--- src/rtl/mem_access_stage_pkg.sv ---
// Shared definitions for the memory access stage: access size codes,
// FSM state encoding and the alignment rule.
package sys_defs;

    // Access size codes as carried on EX_MEM_mem_size; 2'b11 is reserved.
    localparam logic [1:0] MEM_B = 2'b00;
    localparam logic [1:0] MEM_H = 2'b01;
    localparam logic [1:0] MEM_W = 2'b10;

    // Memory stage controller states.
    typedef enum logic [1:0] {
        IDLE   = 2'd0,
        REQ    = 2'd1,
        WAIT_R = 2'd2
    } mem_state_t;

    // True when the access cannot be issued: unaligned half/word or reserved size.
    function automatic logic size_misaligned(input logic [1:0] size, input logic [1:0] addr_lo);
        logic bad;
        case (size)
            MEM_B:   bad = 1'b0;
            MEM_H:   bad = addr_lo[0];
            MEM_W:   bad = (addr_lo != 2'b00);
            default: bad = 1'b1;
        endcase
        return bad;
    endfunction

endpackage

--- src/rtl/mem_access_stage_align.sv ---
// Combinational byte-lane logic: store steering, byte enables,
// load lane extraction with sign/zero extension, and the misalign check.
module mem_align
    import sys_defs::*;
(
    input  logic [1:0]  addr_lo,
    input  logic [1:0]  size,
    input  logic        uns,
    input  logic [31:0] store_data,
    input  logic [31:0] load_raw,
    output logic [3:0]  be,
    output logic [31:0] lane_wdata,
    output logic [31:0] load_data,
    output logic        misalign
);

    logic [7:0]  byte_sel;
    logic [15:0] half_sel;

    // Pick the addressed byte and halfword out of the returned word.
    always_comb begin
        byte_sel = load_raw[{addr_lo, 3'b000} +: 8];
        half_sel = addr_lo[1] ? load_raw[31:16] : load_raw[15:0];
    end

    // Size-dependent lane steering, enables and load extension.
    always_comb begin
        be         = '0;
        lane_wdata = store_data;
        load_data  = '0;
        misalign   = size_misaligned(size, addr_lo);
        case (size)
            MEM_B: begin
                be         = 4'b0001 << addr_lo;
                lane_wdata = {4{store_data[7:0]}};
                load_data  = {{24{~uns & byte_sel[7]}}, byte_sel};
            end
            MEM_H: begin
                be         = 4'b0011 << addr_lo;
                lane_wdata = {2{store_data[15:0]}};
                load_data  = {{16{~uns & half_sel[15]}}, half_sel};
            end
            MEM_W: begin
                be         = 4'b1111;
                lane_wdata = store_data;
                load_data  = load_raw;
            end
            default: begin
                be = '0;
            end
        endcase
    end

endmodule

--- src/rtl/mem_access_stage.sv ---
// Memory access pipeline stage: issues data memory requests for loads and
// stores, waits for grant and read data, and stalls upstream while busy.
module mem_access_stage
    import sys_defs::*;
(
    input  logic        clk,
    input  logic        rst,
    input  logic [31:0] EX_MEM_alu_res,
    input  logic [31:0] EX_MEM_mem_din,
    input  logic        EX_MEM_rd_mem,
    input  logic        EX_MEM_wr_mem,
    input  logic [1:0]  EX_MEM_mem_size,
    input  logic        EX_MEM_mem_uns,
    input  logic        EX_MEM_vld,
    output logic        dmem_req,
    output logic        dmem_we,
    output logic [31:0] dmem_addr,
    output logic [3:0]  dmem_be,
    output logic [31:0] dmem_wdata,
    input  logic        dmem_gnt,
    input  logic        dmem_rvalid,
    input  logic [31:0] dmem_rdata,
    output logic [31:0] MEM_data,
    output logic        MEM_vld,
    output logic        MEM_busy,
    output logic        MEM_misalign
);

    mem_state_t  state, state_d;
    logic [31:0] addr_q;
    logic [31:0] din_q;
    logic [1:0]  size_q;
    logic        uns_q;
    logic        we_q;
    logic        issue;

    logic        in_idle;
    logic        mem_op;
    logic        rd_and_wr;
    logic [31:0] sel_addr;
    logic [31:0] sel_din;
    logic [1:0]  sel_size;
    logic        sel_uns;
    logic        sel_we;

    logic [3:0]  al_be;
    logic [31:0] al_wdata;
    logic [31:0] al_load;
    logic        al_misalign;

    // In IDLE the live inputs drive the request; afterwards the latched copy does,
    // so a single alignment unit serves both the issue cycle and later cycles.
    always_comb begin
        in_idle   = (state == IDLE);
        mem_op    = EX_MEM_vld & (EX_MEM_rd_mem | EX_MEM_wr_mem);
        rd_and_wr = EX_MEM_rd_mem & EX_MEM_wr_mem;
        sel_addr  = in_idle ? EX_MEM_alu_res  : addr_q;
        sel_din   = in_idle ? EX_MEM_mem_din  : din_q;
        sel_size  = in_idle ? EX_MEM_mem_size : size_q;
        sel_uns   = in_idle ? EX_MEM_mem_uns  : uns_q;
        sel_we    = in_idle ? EX_MEM_wr_mem   : we_q;
    end

    mem_align u_align (
        .addr_lo    (sel_addr[1:0]),
        .size       (sel_size),
        .uns        (sel_uns),
        .store_data (sel_din),
        .load_raw   (dmem_rdata),
        .be         (al_be),
        .lane_wdata (al_wdata),
        .load_data  (al_load),
        .misalign   (al_misalign)
    );

    // Next-state and output decode; completions take precedence and a new op is
    // only accepted from IDLE. Reset forces every output low.
    always_comb begin
        state_d      = state;
        issue        = 1'b0;
        dmem_req     = 1'b0;
        dmem_we      = 1'b0;
        dmem_addr    = '0;
        dmem_be      = '0;
        dmem_wdata   = '0;
        MEM_data     = '0;
        MEM_vld      = 1'b0;
        MEM_busy     = 1'b0;
        MEM_misalign = 1'b0;
        if (!rst) begin
            case (state)
                IDLE: begin
                    if (EX_MEM_vld && !(EX_MEM_rd_mem || EX_MEM_wr_mem)) begin
                        MEM_data = EX_MEM_alu_res;
                        MEM_vld  = 1'b1;
                    end else if (mem_op && (rd_and_wr || al_misalign)) begin
                        MEM_misalign = 1'b1;
                    end else if (mem_op) begin
                        issue      = 1'b1;
                        dmem_req   = 1'b1;
                        dmem_we    = sel_we;
                        dmem_addr  = {sel_addr[31:2], 2'b00};
                        dmem_be    = al_be;
                        dmem_wdata = al_wdata;
                        if (EX_MEM_wr_mem && dmem_gnt) begin
                            MEM_data = EX_MEM_alu_res;
                            MEM_vld  = 1'b1;
                        end else if (EX_MEM_rd_mem && dmem_gnt && dmem_rvalid) begin
                            MEM_data = al_load;
                            MEM_vld  = 1'b1;
                        end else begin
                            MEM_busy = 1'b1;
                            state_d  = dmem_gnt ? WAIT_R : REQ;
                        end
                    end
                end
                REQ: begin
                    dmem_req   = 1'b1;
                    dmem_we    = sel_we;
                    dmem_addr  = {sel_addr[31:2], 2'b00};
                    dmem_be    = al_be;
                    dmem_wdata = al_wdata;
                    if (dmem_gnt && we_q) begin
                        MEM_data = EX_MEM_alu_res;
                        MEM_vld  = 1'b1;
                        state_d  = IDLE;
                    end else if (dmem_gnt && dmem_rvalid) begin
                        MEM_data = al_load;
                        MEM_vld  = 1'b1;
                        state_d  = IDLE;
                    end else begin
                        MEM_busy = 1'b1;
                        if (dmem_gnt) begin
                            state_d = WAIT_R;
                        end
                    end
                end
                WAIT_R: begin
                    if (dmem_rvalid) begin
                        MEM_data = al_load;
                        MEM_vld  = 1'b1;
                        state_d  = IDLE;
                    end else begin
                        MEM_busy = 1'b1;
                    end
                end
                default: begin
                    state_d = IDLE;
                end
            endcase
        end
    end

    // State register and request attribute latches, captured on issue.
    always_ff @(posedge clk) begin
        if (rst) begin
            state  <= IDLE;
            addr_q <= '0;
            din_q  <= '0;
            size_q <= '0;
            uns_q  <= 1'b0;
            we_q   <= 1'b0;
        end else begin
            state <= state_d;
            if (issue) begin
                addr_q <= EX_MEM_alu_res;
                din_q  <= EX_MEM_mem_din;
                size_q <= EX_MEM_mem_size;
                uns_q  <= EX_MEM_mem_uns;
                we_q   <= EX_MEM_wr_mem;
            end
        end
    end

endmodule

--- config.mk ---
export PLATFORM = sky130hd
export DESIGN_NAME = mem_access_stage
export DESIGN_NICKNAME = d
export VERILOG_FILES = /design/src/rtl/mem_access_stage_pkg.sv /design/src/rtl/mem_access_stage_align.sv /design/src/rtl/mem_access_stage.sv
export SDC_FILE = /design/constraint.sdc
export NUM_CORES = 1
export LEC_CHECK = 0
export ABC_AREA = 1
export CAP_MARGIN = 20
export CORE_MARGIN = 1.5
export CORE_UTILIZATION = 40
export CTS_CLUSTER_SIZE = 28
export DETAILED_ROUTE_END_ITERATION = 8
export MAX_ROUTING_LAYER = met4
export PLACE_DENSITY = 0.66
export SLEW_MARGIN = 20
export SYNTH_ARGS = -nofsm -noshare
export SYNTH_HDL_FRONTEND = slang
export SYNTH_SLANG_ARGS = --single-unit
--- constraint.sdc ---
create_clock -name clk -period 2.7 [get_ports clk]
set_input_delay 0.54 -clock clk [delete_from_list [all_inputs] [get_ports clk]]
set_output_delay 0.54 -clock clk [all_outputs]
set_load 0.02 [all_outputs]
==> results.txt <==
CP arrival: 2.55 ns
Synth area leaders: dfxtp_1 (20%), nand2_1 (16%), nor2_1 (13%), o21ai_0 (12%), inv_1 (7.5%)
Final Skew: 0.00575 ns
Ys Warns: 0
CTS buffer count: 9
DR vias/cell: 5.47
core area: 16700 sq um
register area share after synthesis: 20.3%
CP Capture Type: output port
max_slew headroom: 52.7%
Synth area leader: dfxtp_1
Pre-antenna DRT Iters: 6
CTS tree: done
Wirelength per Cell: 17.9 microns
critical path, cell by cell: dlygate4sd2_1 > inv_1 > nand2_2 > nand2_4 > nand2_4 > nor2_4 > nor2_4 > nand3_4 > a21oi_4 > buf_6 > buf_12 > inv_16 > buf_8 > a211oi_4 > buf_6
Worst VDD drop: 0.455 mV
ys async rst share: 0%
Sw Ratio: 38.2%
worst hold margin: 0.450 ns
vias in the first global route: 9174
grt ovf: 0
largest net degree at the start of global routing: 87
Flop pwr share: 25.3%
first-pass GRT wire length: 47700 microns
Die Y: 134 microns
combinational share of power: 48.6%
CTS root buf: clkbuf_16
Max Clock Freq: 0.324 GHz
worst path required time: 2.16 ns
full die area: 18000 sq um
dpl ws: -0.992 ns
CP startpoint kind: primary input
Yosys reg bits: 70
slowest CP cell: dlygate4sd2_1
Synth top area share: 20.3%
Starting Density: 41.3%
Slew @ Worst Pin: 0.702 ns
failing checks: negative setup slack
Sink Count: 70
DRC viols: 0
critical-path maximum fanout: 5
Routed WL: 32900 microns
IO Port Bufs: 208
Ports: 211
clk_lat worst skew: 0.33 ns
# nets final: 1716
post-synth cell types: 34
gr usage total: 34.1%
CTS Buffer Depth: 2
fin worst setup slack: -0.387 ns
initial DRC count: 797
LEAKAGE: 5.79 nW
Int Power: 2.76 mW
Cell Pwr Density: 363 nW/um^2
cts hold-fix bufs: 0
Max Transition Viols Final: 0
Routed Antenna Nets: 0
Reg clk slew, reported paths: 0.06 ns
CP max stage delay: 0.30 ns
Die X: 134 microns
Post-Synthesis Cells: 1262
Max-Cap Viols: 0
setup TNS: -28.38 ns
CTS H-Tree Depth: 3
final hold vios: 0
power share of the clock group: 26.1%
initial antenna violation count: 1
part of the cycle the worst path needs: 114%
syn_area_per_cell: 5.46 sq um
WS Path Type: in -> out
routed vias: 10100
synthesized cell area: 6900 sq um
outcome: finished, violations left
switching power total: 1.71 mW
layout cells sized above 1: 34.9%
Final min period: 3.09 ns
GPL Wtd Cong: 0.982
Buf/Inv on CP: 7
Area growth syn-to-layout: 78.3%
RSZ-0062 raised after global routing: true
CP top delay family: buffers and inverters
# setup viols final: 102
Post-synth EDFFs: 0
FP Rows: 47
Hold/Removal Path Class: reg -> reg
dpl hpwl: 20500 microns
ys flop type: dfxtp_1
-- through the flow --
| step | power, mW | utilization (%) | cells | cell area [sq um] |
|---|---|---|---|---|
| 2_1_floorplan | 2.03 | - | 1263 | 6900 |
| 3_3_place_gp | 2.79 | 61.4 | 1768 | 10200 |
| 3_5_place_dp | 2.80 | 61.4 | 1768 | 10200 |
| 4_1_cts | 4.24 | 69.3 | 1820 | 11600 |
| 5_1_grt | 4.68 | 73.6 | 1836 | 12300 |
| 6_report | 4.47 | 73.6 | 1838 | 12300 |
-- cell type report --
cell class                      count  area [sq um]
Clock inverter                      6          62.6
Timing Repair inverter              1          20.0
Clock buffer                       10           229
Tap cell                          220           275
Inverter                          141           542
Antenna cell                        3          7.51
Fill cell                        1354          4400
Timing Repair Buffer              427          4230
Sequential cell                    70          1410
Multi-Input combinational cell    960          5520
-- placed cells by master (no fill, tap or decap), types with 6 or more instances in the layout --
cell type,n
nor2_1,210
clkdlybuf4s50_1,99
dfxtp_1,68
nand3_1,19
buf_12,19
nand2_2,22
a211oi_2,28
buf_4,206
nand2_1,246
a21oi_2,34
nand2_4,30
o21ai_0,155
clkbuf_16,13
o211ai_1,23
nor2_4,25
nor2_2,14
buf_6,81
a21oi_1,58
nand3_2,34
o21ai_1,6
nor3_2,6
inv_1,136
buf_16,6
a31oi_1,7
-- cell families after synthesis --
kind of cell,share of synthesized area [%]
simple gates,36.8
compound gates,28.6
buf+inv,14.1
flops,20.3
other cells,0.0544
-- cells in the mapped netlist (all sizes together) (3+ instances only) --
master and instances:
dfxtp 70, or2 3, nor3 12, nor2 249, o21ai 165, nand4 3
nand3 55, buf 37, inv 141, nand2 301, a211oi 33, o211ai 23
a21oi 95, a31oi 7, clkbuf 55, a22oi 7
-- repair_timing --
action,CTS,global route
buffers inserted,28,12
resized for setup,756,135
endpoints found under the hold margin,0,0
pin swaps,28,66
setup endpoints to repair,103,136
gates cloned,8,4
-- sequential cells by signal, indices dropped and copies added, names as in the netlist --
| register | count |
|---|---|
| addr_q | 32 |
| din_q | 32 |
| size_q | 2 |
| state | 2 |
| uns_q | 1 |
| we_q | 1 |
-- per-layer routing --
| layer | global-route usage, % | share of wire [%] | up-vias |
|---|---|---|---|
| met3 | 2.99 | 7.4 | 99 |
| met4 | 14.0 | 4.3 | 0 |
| met1 | 44.0 | 40 | 4702 |
| li1 | - | - | 4763 |
| met5 | - | 0 | - |
| met2 | 54.9 | 48 | 488 |
-- tightest hold or removal path, stage by stage, from the launching register on --
cell and delay (ns):
dfxtp_1 0.30, inv_1 0.06, a21oi_1 0.05
-- power groups by stage --
stage          clock, mW  sequential, mW  combinational [mW]
2_1_floorplan          0            1.14               0.884
3_3_place_gp           0            1.15                1.65
3_5_place_dp           0            1.15                1.65
4_1_cts             1.17            1.13                1.94
5_1_grt             1.23            1.14                2.31
6_report            1.16            1.13                2.17
-- worst paths after layout --
kind	slack, ns	from	depth (start not counted)	endpoint
max reg2reg	0.11	state[0]	17	size_q[1]
max	-0.39	EX_MEM_mem_size[1]	15	dmem_addr[31]
min	0.45	din_q[5]	2	din_q[5]
min reg2reg	0.45	din_q[5]	2	din_q[5]
No activity file was read; power rests on OpenSTA's default activity.
